===== src/rtl/tlb_ptw_pkg.sv =====
`default_nettype none
// ============================================================================
// Module      : tlb_ptw_pkg
// Description : Shared walker definitions: state encoding, PTE field
//               positions, page-offset width and PTE address helper.
// Revision    : 1.0  initial release
// ============================================================================
package tlb_ptw_pkg;

    localparam int unsigned c_page_offset_w = 12;
    localparam int unsigned c_pte_v         = 0;
    localparam int unsigned c_pte_r         = 1;
    localparam int unsigned c_pte_w         = 2;
    localparam int unsigned c_pte_x         = 3;
    localparam int unsigned c_pte_ppn_lsb   = 10;
    localparam int unsigned c_pte_ppn_msb   = 29;

    typedef enum logic [2:0] {
        ST_IDLE    = 3'd0,
        ST_L1_REQ  = 3'd1,
        ST_L1_WAIT = 3'd2,
        ST_L0_REQ  = 3'd3,
        ST_L0_WAIT = 3'd4,
        ST_RESP    = 3'd5
    } ptw_state_e;

    // Byte address of the 4-byte PTE at index idx of the table at page ppn.
    function automatic logic [31:0] pte_addr(input logic [19:0] ppn, input logic [9:0] idx);
        return {ppn, {c_page_offset_w{1'b0}}} + {20'b0, idx, 2'b00};
    endfunction

endpackage
`default_nettype wire


===== src/rtl/tlb_pte_decode.sv =====
`default_nettype none
// ============================================================================
// Module      : tlb_pte_decode
// Description : Combinational PTE field decoder shared by both walk levels.
// Revision    : 1.0  initial release
// ============================================================================
module tlb_pte_decode
    import tlb_ptw_pkg::*;
(
    input  logic [31:0] pte,
    output logic        valid,
    output logic        leaf,
    output logic        fault,
    output logic [19:0] ppn,
    output logic [2:0]  perm
);

    logic w_r;
    logic w_w;
    logic w_x;
    logic w_unused;

    assign w_r      = pte[c_pte_r];
    assign w_w      = pte[c_pte_w];
    assign w_x      = pte[c_pte_x];
    assign valid    = pte[c_pte_v];
    assign leaf     = valid & (w_r | w_x);
    // Writable-but-not-readable is a reserved encoding.
    assign fault    = ~valid | (w_w & ~w_r);
    assign ppn      = pte[c_pte_ppn_msb:c_pte_ppn_lsb];
    assign perm     = {w_x, w_w, w_r};
    assign w_unused = ^{pte[31:30], pte[9:4]};

endmodule
`default_nettype wire


===== src/rtl/tlb_ptw.sv =====
`default_nettype none
// ============================================================================
// Module      : tlb_ptw
// Description : Two-level Sv32-style page-table walker with registered outputs.
//               Define TLB_PTW_SUPERPAGE_EN to accept aligned L1 leaf PTEs.
// Revision    : 1.0  initial release
// ============================================================================
module tlb_ptw
    import tlb_ptw_pkg::*;
(
    input  logic        clk,
    input  logic        rst_n,
    input  logic [19:0] satp_ppn_i,
    input  logic        ptw_req_valid_i,
    output logic        ptw_req_ready_o,
    input  logic [19:0] ptw_req_vpn_i,
    output logic        ptw_resp_valid_o,
    input  logic        ptw_resp_ready_i,
    output logic [19:0] ptw_resp_ppn_o,
    output logic [2:0]  ptw_resp_perm_o,
    output logic        ptw_resp_fault_o,
    output logic        mem_req_valid_o,
    input  logic        mem_req_ready_i,
    output logic [31:0] mem_req_addr_o,
    input  logic        mem_resp_valid_i,
    input  logic [31:0] mem_resp_data_i
);

    ptw_state_e  r_state,      w_state_nxt;
    logic [9:0]  r_vpn0,       w_vpn0_nxt;
    logic        r_req_ready,  w_req_ready_nxt;
    logic        r_mem_valid,  w_mem_valid_nxt;
    logic [31:0] r_mem_addr,   w_mem_addr_nxt;
    logic        r_resp_valid, w_resp_valid_nxt;
    logic [19:0] r_resp_ppn,   w_resp_ppn_nxt;
    logic [2:0]  r_resp_perm,  w_resp_perm_nxt;
    logic        r_resp_fault, w_resp_fault_nxt;

    logic        w_pte_valid;
    logic        w_pte_leaf;
    logic        w_pte_fault;
    logic [19:0] w_pte_ppn;
    logic [2:0]  w_pte_perm;

    tlb_pte_decode u_pte_decode (
        .pte   (mem_resp_data_i),
        .valid (w_pte_valid),
        .leaf  (w_pte_leaf),
        .fault (w_pte_fault),
        .ppn   (w_pte_ppn),
        .perm  (w_pte_perm)
    );

    always_ff @(posedge clk) begin
        if (!rst_n) begin
            r_state      <= ST_IDLE;
            r_vpn0       <= '0;
            r_req_ready  <= 1'b1;
            r_mem_valid  <= 1'b0;
            r_mem_addr   <= '0;
            r_resp_valid <= 1'b0;
            r_resp_ppn   <= '0;
            r_resp_perm  <= '0;
            r_resp_fault <= 1'b0;
        end else begin
            r_state      <= w_state_nxt;
            r_vpn0       <= w_vpn0_nxt;
            r_req_ready  <= w_req_ready_nxt;
            r_mem_valid  <= w_mem_valid_nxt;
            r_mem_addr   <= w_mem_addr_nxt;
            r_resp_valid <= w_resp_valid_nxt;
            r_resp_ppn   <= w_resp_ppn_nxt;
            r_resp_perm  <= w_resp_perm_nxt;
            r_resp_fault <= w_resp_fault_nxt;
        end
    end

    // The root PPN is captured directly into the L1 address register on accept.
    always_comb begin
        w_state_nxt      = r_state;
        w_vpn0_nxt       = r_vpn0;
        w_req_ready_nxt  = r_req_ready;
        w_mem_valid_nxt  = r_mem_valid;
        w_mem_addr_nxt   = r_mem_addr;
        w_resp_valid_nxt = r_resp_valid;
        w_resp_ppn_nxt   = r_resp_ppn;
        w_resp_perm_nxt  = r_resp_perm;
        w_resp_fault_nxt = r_resp_fault;
        case (r_state)
            ST_IDLE: begin
                if (ptw_req_valid_i) begin
                    w_state_nxt     = ST_L1_REQ;
                    w_vpn0_nxt      = ptw_req_vpn_i[9:0];
                    w_req_ready_nxt = 1'b0;
                    w_mem_valid_nxt = 1'b1;
                    w_mem_addr_nxt  = pte_addr(satp_ppn_i, ptw_req_vpn_i[19:10]);
                end
            end
            ST_L1_REQ: begin
                if (mem_req_ready_i) begin
                    w_state_nxt     = ST_L1_WAIT;
                    w_mem_valid_nxt = 1'b0;
                end
            end
            ST_L1_WAIT: begin
                if (mem_resp_valid_i) begin
                    w_state_nxt      = ST_RESP;
                    w_resp_valid_nxt = 1'b1;
                    w_resp_fault_nxt = 1'b1;
                    w_resp_ppn_nxt   = '0;
                    w_resp_perm_nxt  = '0;
                    if (w_pte_fault) begin
                        w_resp_fault_nxt = 1'b1;
                    end else if (w_pte_valid && !w_pte_leaf) begin
                        w_state_nxt      = ST_L0_REQ;
                        w_resp_valid_nxt = 1'b0;
                        w_resp_fault_nxt = 1'b0;
                        w_mem_valid_nxt  = 1'b1;
                        w_mem_addr_nxt   = pte_addr(w_pte_ppn, r_vpn0);
                    end else begin
`ifdef TLB_PTW_SUPERPAGE_EN
                        // A superpage must be aligned to 1024 base pages.
                        if (w_pte_ppn[9:0] == 10'd0) begin
                            w_resp_fault_nxt = 1'b0;
                            w_resp_ppn_nxt   = {w_pte_ppn[19:10], r_vpn0};
                            w_resp_perm_nxt  = w_pte_perm;
                        end
`else
                        w_resp_fault_nxt = 1'b1;
`endif
                    end
                end
            end
            ST_L0_REQ: begin
                if (mem_req_ready_i) begin
                    w_state_nxt     = ST_L0_WAIT;
                    w_mem_valid_nxt = 1'b0;
                end
            end
            ST_L0_WAIT: begin
                if (mem_resp_valid_i) begin
                    w_state_nxt      = ST_RESP;
                    w_resp_valid_nxt = 1'b1;
                    if (w_pte_fault || !w_pte_leaf) begin
                        w_resp_fault_nxt = 1'b1;
                        w_resp_ppn_nxt   = '0;
                        w_resp_perm_nxt  = '0;
                    end else begin
                        w_resp_fault_nxt = 1'b0;
                        w_resp_ppn_nxt   = w_pte_ppn;
                        w_resp_perm_nxt  = w_pte_perm;
                    end
                end
            end
            ST_RESP: begin
                if (ptw_resp_ready_i) begin
                    w_state_nxt      = ST_IDLE;
                    w_resp_valid_nxt = 1'b0;
                    w_req_ready_nxt  = 1'b1;
                end
            end
            default: begin
                w_state_nxt      = ST_IDLE;
                w_req_ready_nxt  = 1'b1;
                w_mem_valid_nxt  = 1'b0;
                w_resp_valid_nxt = 1'b0;
            end
        endcase
    end

    assign ptw_req_ready_o  = r_req_ready;
    assign mem_req_valid_o  = r_mem_valid;
    assign mem_req_addr_o   = r_mem_addr;
    assign ptw_resp_valid_o = r_resp_valid;
    assign ptw_resp_ppn_o   = r_resp_ppn;
    assign ptw_resp_perm_o  = r_resp_perm;
    assign ptw_resp_fault_o = r_resp_fault;

endmodule
`default_nettype wire


===== config.mk =====
export PLATFORM = sky130hd
export DESIGN_NAME = tlb_ptw
export DESIGN_NICKNAME = d
export VERILOG_FILES = /design/src/rtl/tlb_ptw_pkg.sv /design/src/rtl/tlb_pte_decode.sv /design/src/rtl/tlb_ptw.sv
export SDC_FILE = /design/constraint.sdc
export NUM_CORES = 1
export LEC_CHECK = 0
export ABC_AREA = 0
export BUFFER_PORTS_ARGS = -buffer_cell sky130_fd_sc_hd__buf_2
export CAP_MARGIN = 0
export CORE_UTILIZATION = 43
export CTS_CLUSTER_SIZE = 20
export DETAILED_ROUTE_END_ITERATION = 12
export PLACE_DENSITY = 0.76
export SYNTH_ARGS = -nofsm -noshare
export SYNTH_HDL_FRONTEND = slang
export SYNTH_SLANG_ARGS = --single-unit

===== constraint.sdc =====
create_clock -name clk -period 1.4 [get_ports clk]
set_clock_uncertainty 0.1 [all_clocks]
set_input_delay 0.14 -clock clk [delete_from_list [all_inputs] [get_ports clk]]
set_output_delay 0.14 -clock clk [all_outputs]
set_load 0.01 [all_outputs]

## Yosys cells after proc, flatten, opt, wreduce, memory -nomap -nowiden

Cells that the tools add are included.
Widths: inputs -> output; s select.

| word-level totals | value |
|---|---|
| register bits after elaboration | 72 |

| cells by class | value |
|---|---|
| add/subtract/negate cells | 2 |
| equality and inequality tests | 14 |
| multiplexer cells | 40 |
| bitwise gates (word level) | 9 |
| reduce and logical (&&, ||, !) cells | 17 |

Operators with widths:

| cell | number |
|---|---|
| $mux 32 | 4 |
| $add 32x12->32 | 2 |
| $pmux 32 s2 | 1 |
| $mux 20 | 3 |
| $pmux 20 s2 | 1 |
| $mux 3 | 11 |
| $pmux 3 s6 | 1 |
| $ne 2x2->1 const B | 8 |
| $mux 1 | 14 |
| $reduce_and 6->1 | 2 |
| $pmux 1 s4 | 2 |
| $eq 3x2->1 const B | 2 |
| $eq 3x3->1 const B | 2 |
| $pmux 3 s2 | 1 |
| $reduce_and 3->1 | 2 |
| $not 1->1 | 5 |
| $reduce_and 5->1 | 1 |
| $reduce_and 4->1 | 1 |
| $reduce_bool 2->1 | 2 |
| $reduce_or 2->1 | 2 |
| $reduce_or 4->1 | 1 |
| $eq 3x1->1 const B | 1 |
| $logic_not 3->1 | 1 |
| $pmux 1 s3 | 1 |
| 9 further kinds | 11 |

## Depth between registers and ports, before layout

Gate-level depths: netlist of the first run.

| depth | value |
|---|---|
| depth in word-level cells | 8 |
| gate-level depth with buffers | 6 |
| depth with buffers taken out | 4 |

## Hierarchy

From an unflattened synthesis of the first run, not the netlist that was laid out.

| unflattened totals | value |
|---|---|
| cells, all modules | 352 |
| area total of the unflattened synthesis | 3,180.6 um^2 |

By module, submodules not included:

| module | instances | cells each | area an instance (um^2) | sequential area each (um^2) |
|---|---|---|---|---|
| tlb_ptw | 1 | 325 | 2,984.1 | 1,401.3 |
| tlb_pte_decode | 1 | 27 | 196.4 | 0.0 |

## Worst setup path after synthesis of the first run

Ideal clock, no wire load.

| path | value |
|---|---|
| path type | register to register |
| start | reg r_state[1] |
| end | reg r_resp_ppn[0], in the netlist ptw_resp_ppn_o[0] |
| arrival | 1,198 ps |
| required time | 1,240 ps |
| setup slack | 42 ps |
| cell stages (with the launch flop) | 5 |
| clock period less this slack | 1,358 ps |
| cells stage by stage | dfxtp_1 > xor2_1 > a21oi_1 > clkbuf_1 > a22o_1 |

| between the ends | value |
|---|---|
| word-level cells in the longest chain between the ends | 3 |
| elaborated cells on any way between the ends | 7 |
| classes of those cells | 4 x eq/ne; 1 x mux; 2 x reduce/logical |

RTL lines:

| what | RTL line | text |
|---|---|---|
| from (decl) | tlb_ptw.sv:29 | `ptw_state_e r_state, w_state_nxt;` |
| from (signal assigned) | tlb_ptw.sv:66 | `r_state <= w_state_nxt;` |
| $eq 3x2->1 / $eq 3x3->1 (equally long branches) | tlb_ptw.sv:89 | `case (r_state)` |
| $ne 2x2->1 (no source line) / $reduce_bool 2->1 (equally long branches) | -- |  |
| $reduce_and 3->1 (no source line) | -- |  |
| to (signal assigned) | tlb_ptw.sv:72 | `r_resp_ppn <= w_resp_ppn_nxt;` |
| to (decl) | tlb_ptw.sv:35 | `logic [19:0] r_resp_ppn, w_resp_ppn_nxt;` |

Several ways; a longest one is shown, not always the timed one.
A chain may end at the register's enable or synchronous reset.

## Worst setup path in the final report of the first run

| path | value |
|---|---|
| start | reg r_state[1] |
| end | reg r_mem_addr[21], in the netlist mem_req_addr_o[21] |

| between the ends | value |
|---|---|
| word-level cells in the longest chain between the ends | 3 |
| elaborated cells on any way between the ends | 9 |
| classes of those cells | 5 x eq/ne; 1 x mux; 3 x reduce/logical |

RTL lines:

| what | RTL line | text |
|---|---|---|
| $eq 3x2->1 / $logic_not 3->1 (equally long branches) | tlb_ptw.sv:89 |  |
| $ne 2x2->1 (no source line) / $reduce_bool 2->1 (equally long branches) | -- |  |
| $reduce_and 5->1 (no source line) | -- |  |
| to (signal assigned) | tlb_ptw.sv:70 | `r_mem_addr <= w_mem_addr_nxt;` |
| to (decl) | tlb_ptw.sv:33 | `logic [31:0] r_mem_addr, w_mem_addr_nxt;` |

Several ways; a longest one is shown, not always the timed one.

==> results.tsv, run 1 <==
metric	value	unit
dp.cells	532	
power_density	1150	nW/um^2
firstDrtPassIters	4	
yosys-top-cells-area	dfxtp_1 (44%), a211oi_2 (12%), mux2i_1 (9.4%)	
setup_ws	-47.8	ps
yosysSeqAreaShare	43.9	%
clockRootBuffer	clkbuf_8	
grt_pass1_wl	13500	microns
htree_levels	3	
vdd_ir_drop_max	0.000696	V
drt_iter0_drc	112	
yosysMostFrequentCell	dfxtp_1	
initial_core_util	44.2	%
wl_per_cell	15.3	microns
hold_viol_final	0	
drive_gt1_share	48.3	%
viasPerCell	5.27	
synth_edf_count	0	
cp.required	1570	ps
maxCapViolCount	0	
die_y	88.1	microns
pin_count	137	
p_leak	2.05	nW
grt-ovfl-total	0	
insertion_delay	340	ps
postSynthCellCount	300	
drv_slew	0	
antenna_cells	0	
setup_viol	32	
synth_area	3190	sq um
hp-class	in2reg	
io_buffers	126	
die_area	7770	sq um
fmax	691	MHz
core_region_area	7210	sq um
cts_max_path_buffers	2	
finalCritPeriodShare	103	%
synth_top_area_share	43.9	%
grt_pass1_vias	2921	
rows	31	
wl	8940	microns
die_x	88.1	microns
postRouteAntennaNets	0	
syn_area_per_cell	10.6	sq um
stdcell_count	586	
path_clk_slew	80	ps
fin_nets	560	
gp_congestion	0.836	
via_count	3088	
antenna_found_initial	0	
critPathLaunchType	flip-flop	
arrival	1610	ps
grt_max_degree	25	
setup_tns	-492	ps
cts_tree	yes	
cp-end-kind	flip-flop	
clkSinkCount	70	
synth_top_area_cell	dfxtp_1	
yosys_warnings	0	
status	complete, but fails checks	
rsz0062_at_grt	yes	
ys_ff_latch	70	
cp_max_fo	11	
async_flop_share	0	%
post-dp-hpwl	5980	microns
syn_to_final_growth	46.6	%
grtUsageTotal	23.0	%
cts_buffers	9	
route.detailed.drc	0	
crit_type	reg2reg	
synthTopCellsByCount	dfxtp_1 (70), a21oi_1 (47), a211oi_2 (30), mux2i_1 (30), nand2_1 (27)	
ys.flop_type	dfxtp_1	
yosysUniqueCellTypes	44	
violations	negative setup slack	
fin_crit	1450	ps
## final timing paths
path         cells after the start                  to  slack (ps)               start
max                              5  mem_req_addr_o[21]         -50          r_state[1]
min                              3  ptw_resp_perm_o[2]          30  mem_resp_data_i[3]
max reg2reg                      5  mem_req_addr_o[21]         -50          r_state[1]
min reg2reg                      2           r_vpn0[8]         360           r_vpn0[8]
## metrics by stage
step | power, mW | setup slack [ps] | utilization (%) | instance area (sq um) | hold slack [ps]
detailed placement | 3.51 | -167 | 55.3 | 3990 | 277
finish | 5.39 | -47.8 | 64.8 | 4680 | 29.9
global placement | 3.47 | -138 | 55.3 | 3990 | 273
CTS | 5.42 | -30.5 | 64.2 | 4630 | 16.5
floorplan | 3.08 | 42.3 | - | 3190 | 116
global route | 5.66 | -93.6 | 64.8 | 4680 | 26.3
## power breakdown
group          internal (mW)  total, mW  switching, mW
logic                  0.644       1.33          0.688
clock network           1.01       1.80          0.791
registers               2.15       2.26          0.110
## sequential cells by signal, summed over array words and instances (netlist names)
signal	flops
r_state	3
mem_req_addr_o	30
mem_req_valid_o	1
r_vpn0	10
ptw_resp_ppn_o	20
ptw_resp_perm_o	3
ptw_resp_fault_o	1
ptw_resp_valid_o	1
ptw_req_ready_o	1
## placed cells by master (no fill, tap or decap), types with 4 or more instances in the layout
cell and n:
a211oi_2 30, a21oi_1 45, a22o_1 22, buf_2 126, buf_4 31, buf_6 6
clkbuf_8 9, dfxtp_1 67, dlygate4sd3_1 31, mux2i_1 30, nand2_1 27, nor2_1 6
o21ai_0 4
## critical path, stage by stage (launching register included)
cell and delay (ps):
dfxtp_4 450, nor2b_2 60, a31o_4 230, and2_4 180, buf_12 150, a211oi_2 200
## repair_timing
| item | 4_1_cts | 5_1_grt |
|---|---|---|
| hold buffers | 31 | 0 |
| buffers inserted | 5 | 0 |
| endpoints found under the hold margin | 33 | 0 |
| resized for setup | 18 | 12 |
| endpoints found under the setup margin | 67 | 69 |
| pin swaps | 1 | 15 |
| cloned | 2 | 0 |
## layer usage
| metal | vias to the layer above | wire (microns) | track usage (%) |
|---|---|---|---|
| li1 | 1478 | - | - |
| met3 | 20 | 552 | 7.35 |
| met4 | 0 | 201 | 10.6 |
| met1 | 1479 | 3680 | 25.5 |
| met2 | 111 | 4510 | 40.0 |
| met5 | - | 0 | 0 |
## final cells by class
| type | count | area, sq um |
|---|---|---|
| sequential | 70 | 1410 |
| clock buffer | 9 | 124 |
| inverter | 2 | 11.3 |
| timing repair buffer | 197 | 1300 |
| clock inverter | 7 | 98.8 |
| fill | 611 | 2540 |
| tap | 99 | 124 |
| multi-input combinational | 202 | 1610 |
## kinds of logic (layout without fill, tap and decap cells)
kind of cell | count (synthesis) | in the layout | share of synthesized area, %
xor gates and xnor gates | 1 | 1 | 0.275
buffers and inverters | 29 | 215 | 8.08
and+or+nand+nor | 52 | 52 | 8.43
muxes | 30 | 30 | 9.41
other | 1 | 2 | 0.118
DFF | 70 | 70 | 43.9
AOI/OAI and AO/OA | 117 | 117 | 29.8
Power figures use the tool's default switching activity.
==> run 2, diff against run 1 <==
- BUFFER_PORTS_ARGS: -buffer_cell sky130_fd_sc_hd__buf_2 -> unset
- CORE_UTILIZATION: 43 -> 56
- DONT_BUFFER_PORTS: unset -> 1
- PLACE_DENSITY: 0.76 -> 0.74
==> run 2 against run 1 <==
Net effect:
- the flow still finishes with violations (negative setup slack)
- critical path type unchanged
- sequential share of layout area rose by 1.3 points
- sequential cell count unchanged
- global-route usage is 7.3 points higher
- critical path depth did not move
==> results.tsv, run 2 (synthesis gave the netlist of run 1 again) <==
metric	value	unit
p_leak	1.66	nW
antenna_found_initial	0	
fmax	686	MHz
wl_per_cell	20.0	microns
grt-ovfl-total	0	
via_count	2795	
final_cell_mix	dfxtp_1 (68), dlygate4sd3_1 (63), a21oi_1 (42)	
status	complete, but fails checks	
setup_viol	43	
wl	9360	microns
crit_chain	buf_6, a31o_4, and2_4, clkbuf_16, a211oi_2	
path_clk_slew	70	ps
clkSinkCount	70	
max_stage_delay	370	ps
holdCritStartpoint	mem_resp_data_i[28]	
insertion_delay	340	ps
drive_gt1_share	28.8	%
final_common_cell	dfxtp_1	
route.detailed.drc	0	
io_buffers	0	
cts_tree	yes	
crit_type	reg2reg	
power_density	1190	nW/um^2
crit_slowest_cell	dfxtp_4	
reg2reg_from	r_state[1]	
design_area	4470	sq um
die_x	77.5	microns
totalPowerFinal	5.32	mW
rows	27	
rsz0062_at_grt	yes	
drv_slew	0	
cts_max_path_buffers	2	
dp.cells	377	
fillCellCount	332	
grtUsageTotal	30.2	%
fin_crit	1460	ps
stdcell_count	468	
core_region_area	5510	sq um
vdd_ir_drop_max	0.000909	V
postRouteAntennaNets	0	
viasPerCell	5.97	
clockRootBuffer	clkbuf_8	
pin_count	137	
antenna_cells	0	
critPathLaunchType	flip-flop	
setup_ws	-58.1	ps
finalCritPeriodShare	104	%
drt_iter0_drc	135	
fin_nets	469	
hold_viol_final	0	
cp.required	1560	ps
post-dp-hpwl	5080	microns
crit_start	r_state[1]	
dpl_cell_area	3300	sq um
gp_congestion	0.847	
grt_pass1_vias	2838	
die_area	6000	sq um
setup_tns	-1220	ps
grt_max_degree	27	
maxCapViolCount	0	
violations	negative setup slack	
cts_buffers	9	
cp_num_buf_inv	2	
arrival	1620	ps
die_y	77.5	microns
hp-class	in2reg	
grt_pass1_wl	14000	microns
initial_core_util	57.9	%
largest_register_ffs	30	
crit_family	compound AO/OA/AOI/OAI gates	
firstDrtPassIters	4	
htree_levels	3	
cp-end-kind	flip-flop	
cp_max_fo	6	
syn_to_final_growth	40.2	%
-- run 2: power breakdown --
part	switching (mW)	internal, mW
sequential	0.186	2.15
clock	0.771	0.916
combinational	0.633	0.665
total	1.59	3.73
-- run 2: final timing paths --
kind / slack [ps] / to / cells after the start
worst min register to register: 360 / r_vpn0[8] / 2
worst min-delay path: 2 / mem_req_addr_o[30] / 2
worst max register to register: -60 / mem_req_addr_o[28] / 5
worst max-delay path: -60 / mem_req_addr_o[28] / 5
-- run 2: metal layers --
| metal | wire length [microns] | track usage, % | vias to the layer above |
|---|---|---|---|
| li1 | - | - | 1293 |
| met1 | 3650 | 33.7 | 1325 |
| met2 | 4710 | 53.7 | 153 |
| met3 | 748 | 6.71 | 24 |
| met4 | 252 | 15.5 | 0 |
| met5 | 0 | 0 | - |
-- run 2: what timing repair did --
item,CTS,global route
gates cloned,1,2
hold buffers,63,0
endpoints found under the setup margin,67,64
setup buffers,4,5
pin swaps,5,4
resized for setup,21,18
hold endpoints to repair,66,0
-- run 2: layout make-up --
type                            count  area, sq um  area share (%)
Clock buffer                       11          151            3.38
Multi-Input combinational cell    203         1660            37.1
Inverter                            2         7.51           0.168
Timing Repair Buffer              105         1100            24.6
Sequential cell                    70         1410            31.5
Clock inverter                      5         57.6            1.29
Tap cell                           72         90.1            2.01
-- run 2: stage by stage --
stage / util, % / setup slack [ps] / hold WS, ps
6_report: 81.3 / -58.1 / 2.03
5_1_grt: 81.3 / -110 / 13.7
4_1_cts: 78.0 / -20.9 / 0.931
3_5_place_dp: 59.9 / -174 / 124
3_3_place_gp: 59.9 / -117 / 122
2_1_floorplan: - / 42.3 / 116
==> run 3, diff against run 2 <==
- CORE_UTILIZATION: 56 -> 55
- CTS_BUF_LIST: unset -> sky130_fd_sc_hd__clkbuf_16
- CTS_CLUSTER_DIAMETER: unset -> 40
- PLACE_DENSITY: 0.74 -> 0.73
==> run 3 against run 2 <==
Net effect:
- the run still ends with negative setup slack left
- setup slack gained 7.8 ps
- final cell count shrank 4.1%
- count of clock-buffer cells in the layout shrank 2
- non-clock buffer count shrank 21
- die area grew 1.8%
- hold slack gained 1.6 ps
- wire length grew 0.35%
- first-iteration DRC count grew 58%
==> results.tsv, run 3 (synthesis gave the netlist of run 1 again) <==
metric	value	unit
status	complete, but fails checks	
violations	negative setup slack	
seq_area	1410	sq um
viasPerCell	6.18	
wl_per_cell	20.9	microns
post-dp-hpwl	4870	microns
antenna_cells	0	
drive_gt1_share	27.3	%
fin_crit	1450	ps
rows	27	
gp_congestion	0.792	
drt_iter0_drc	213	
die_y	78.2	microns
maxCapViolCount	0	
fmax	690	MHz
cp-end-kind	flip-flop	
critPathLaunchType	flip-flop	
clkSinkCount	70	
drv_slew	0	
multiInputGateArea	1690	sq um
grt_max_degree	31	
cts_buffers	9	
vdd_ir_drop_max	0.00124	V
insertion_delay	320	ps
largest_register_ffs	30	
grt-ovfl-total	0	
io_buffers	0	
postRouteAntennaNets	0	
hp-class	in2reg	
pre_cts_ws	-462	ps
cp_max_fo	7	
setup_ws	-50.3	ps
grt_pass1_wl	14500	microns
initial_core_util	57.6	%
route.detailed.drc	0	
dpl_cell_area	3210	sq um
totalPowerFinal	5.93	mW
setup_tns	-920	ps
hold_viol_final	0	
wl	9390	microns
antenna_found_initial	0	
pin_count	137	
die_x	78.2	microns
via_count	2777	
rsz0062_at_grt	yes	
grt_pass1_vias	2824	
clockRootBuffer	clkbuf_16	
cts_max_path_buffers	2	
crit_type	reg2reg	
p_leak	1.61	nW
grtUsageTotal	31.3	%
cp.required	1540	ps
design_area	4380	sq um
core_region_area	5540	sq um
fillCellCount	344	
htree_levels	3	
path_clk_slew	60	ps
fin_nets	450	
final_cell_mix	dfxtp_1 (68), dlygate4sd3_1 (55), a21oi_1 (41)	
syn_to_final_growth	37.4	%
firstDrtPassIters	4	
finalCritPeriodShare	104	%
timing.hold.ws	3.63	ps
power_density	1350	nW/um^2
arrival	1600	ps
cts_tree	yes	
die_area	6110	sq um
setup_viol	42	
final_common_cell	dfxtp_1	
[run 3: layout make-up]
class,count,share of cell area (%)
clock inverters,7,2.03
clock buffers,9,5.14
well taps,72,2.05
inverters,2,0.171
repair buffers,84,20.1
multi-input cells,205,38.5
flip-flops and latches,70,32.1
[run 3: metrics by stage]
step	utilization, %	std cells
after floorplan	-	301
after global placement	57.9	365
after detailed placement	57.9	365
after CTS	78.8	449
after global routing	79.1	449
final	79.1	449
[run 3: layer usage]
metal | wire length, microns | vias up | global-route usage (%)
li1 | - | 1260 | -
met1 | 3760 | 1348 | 36.4
met2 | 4660 | 144 | 54.4
met3 | 722 | 25 | 6.63
met4 | 250 | 0 | 15.4
met5 | 0 | - | 0
[run 3: what timing repair did]
| item | in CTS | in global routing |
|---|---|---|
| gates cloned | 3 | 0 |
| hold buffers | 55 | 0 |
| pin swaps | 7 | 3 |
| setup endpoints to repair | 66 | 67 |
| gates resized for setup | 31 | 6 |
| hold endpoints to repair | 58 | 0 |
| buffers inserted | 10 | 0 |
[run 3: final timing paths]
check	from	endpoint	slack, ps	cells after the start
max	r_state[1]	mem_req_addr_o[8]	-50	6
min	satp_ppn_i[4]	mem_req_addr_o[16]	4	2
max reg2reg	r_state[1]	mem_req_addr_o[8]	-50	6
min reg2reg	r_vpn0[7]	r_vpn0[7]	350	2
[run 3: power breakdown]
part / internal, mW / switching (mW)
combinational: 0.580 / 0.623
sequential: 2.16 / 0.188
clock: 1.55 / 0.841
[run 3: worst max-delay path, stage by stage, from the launching register on]
cell and delay, ps:
dfxtp_4 390, buf_12 130, nor2b_4 40, a31o_4 220, and2_4 160, buf_12 140, a211oi_2 180
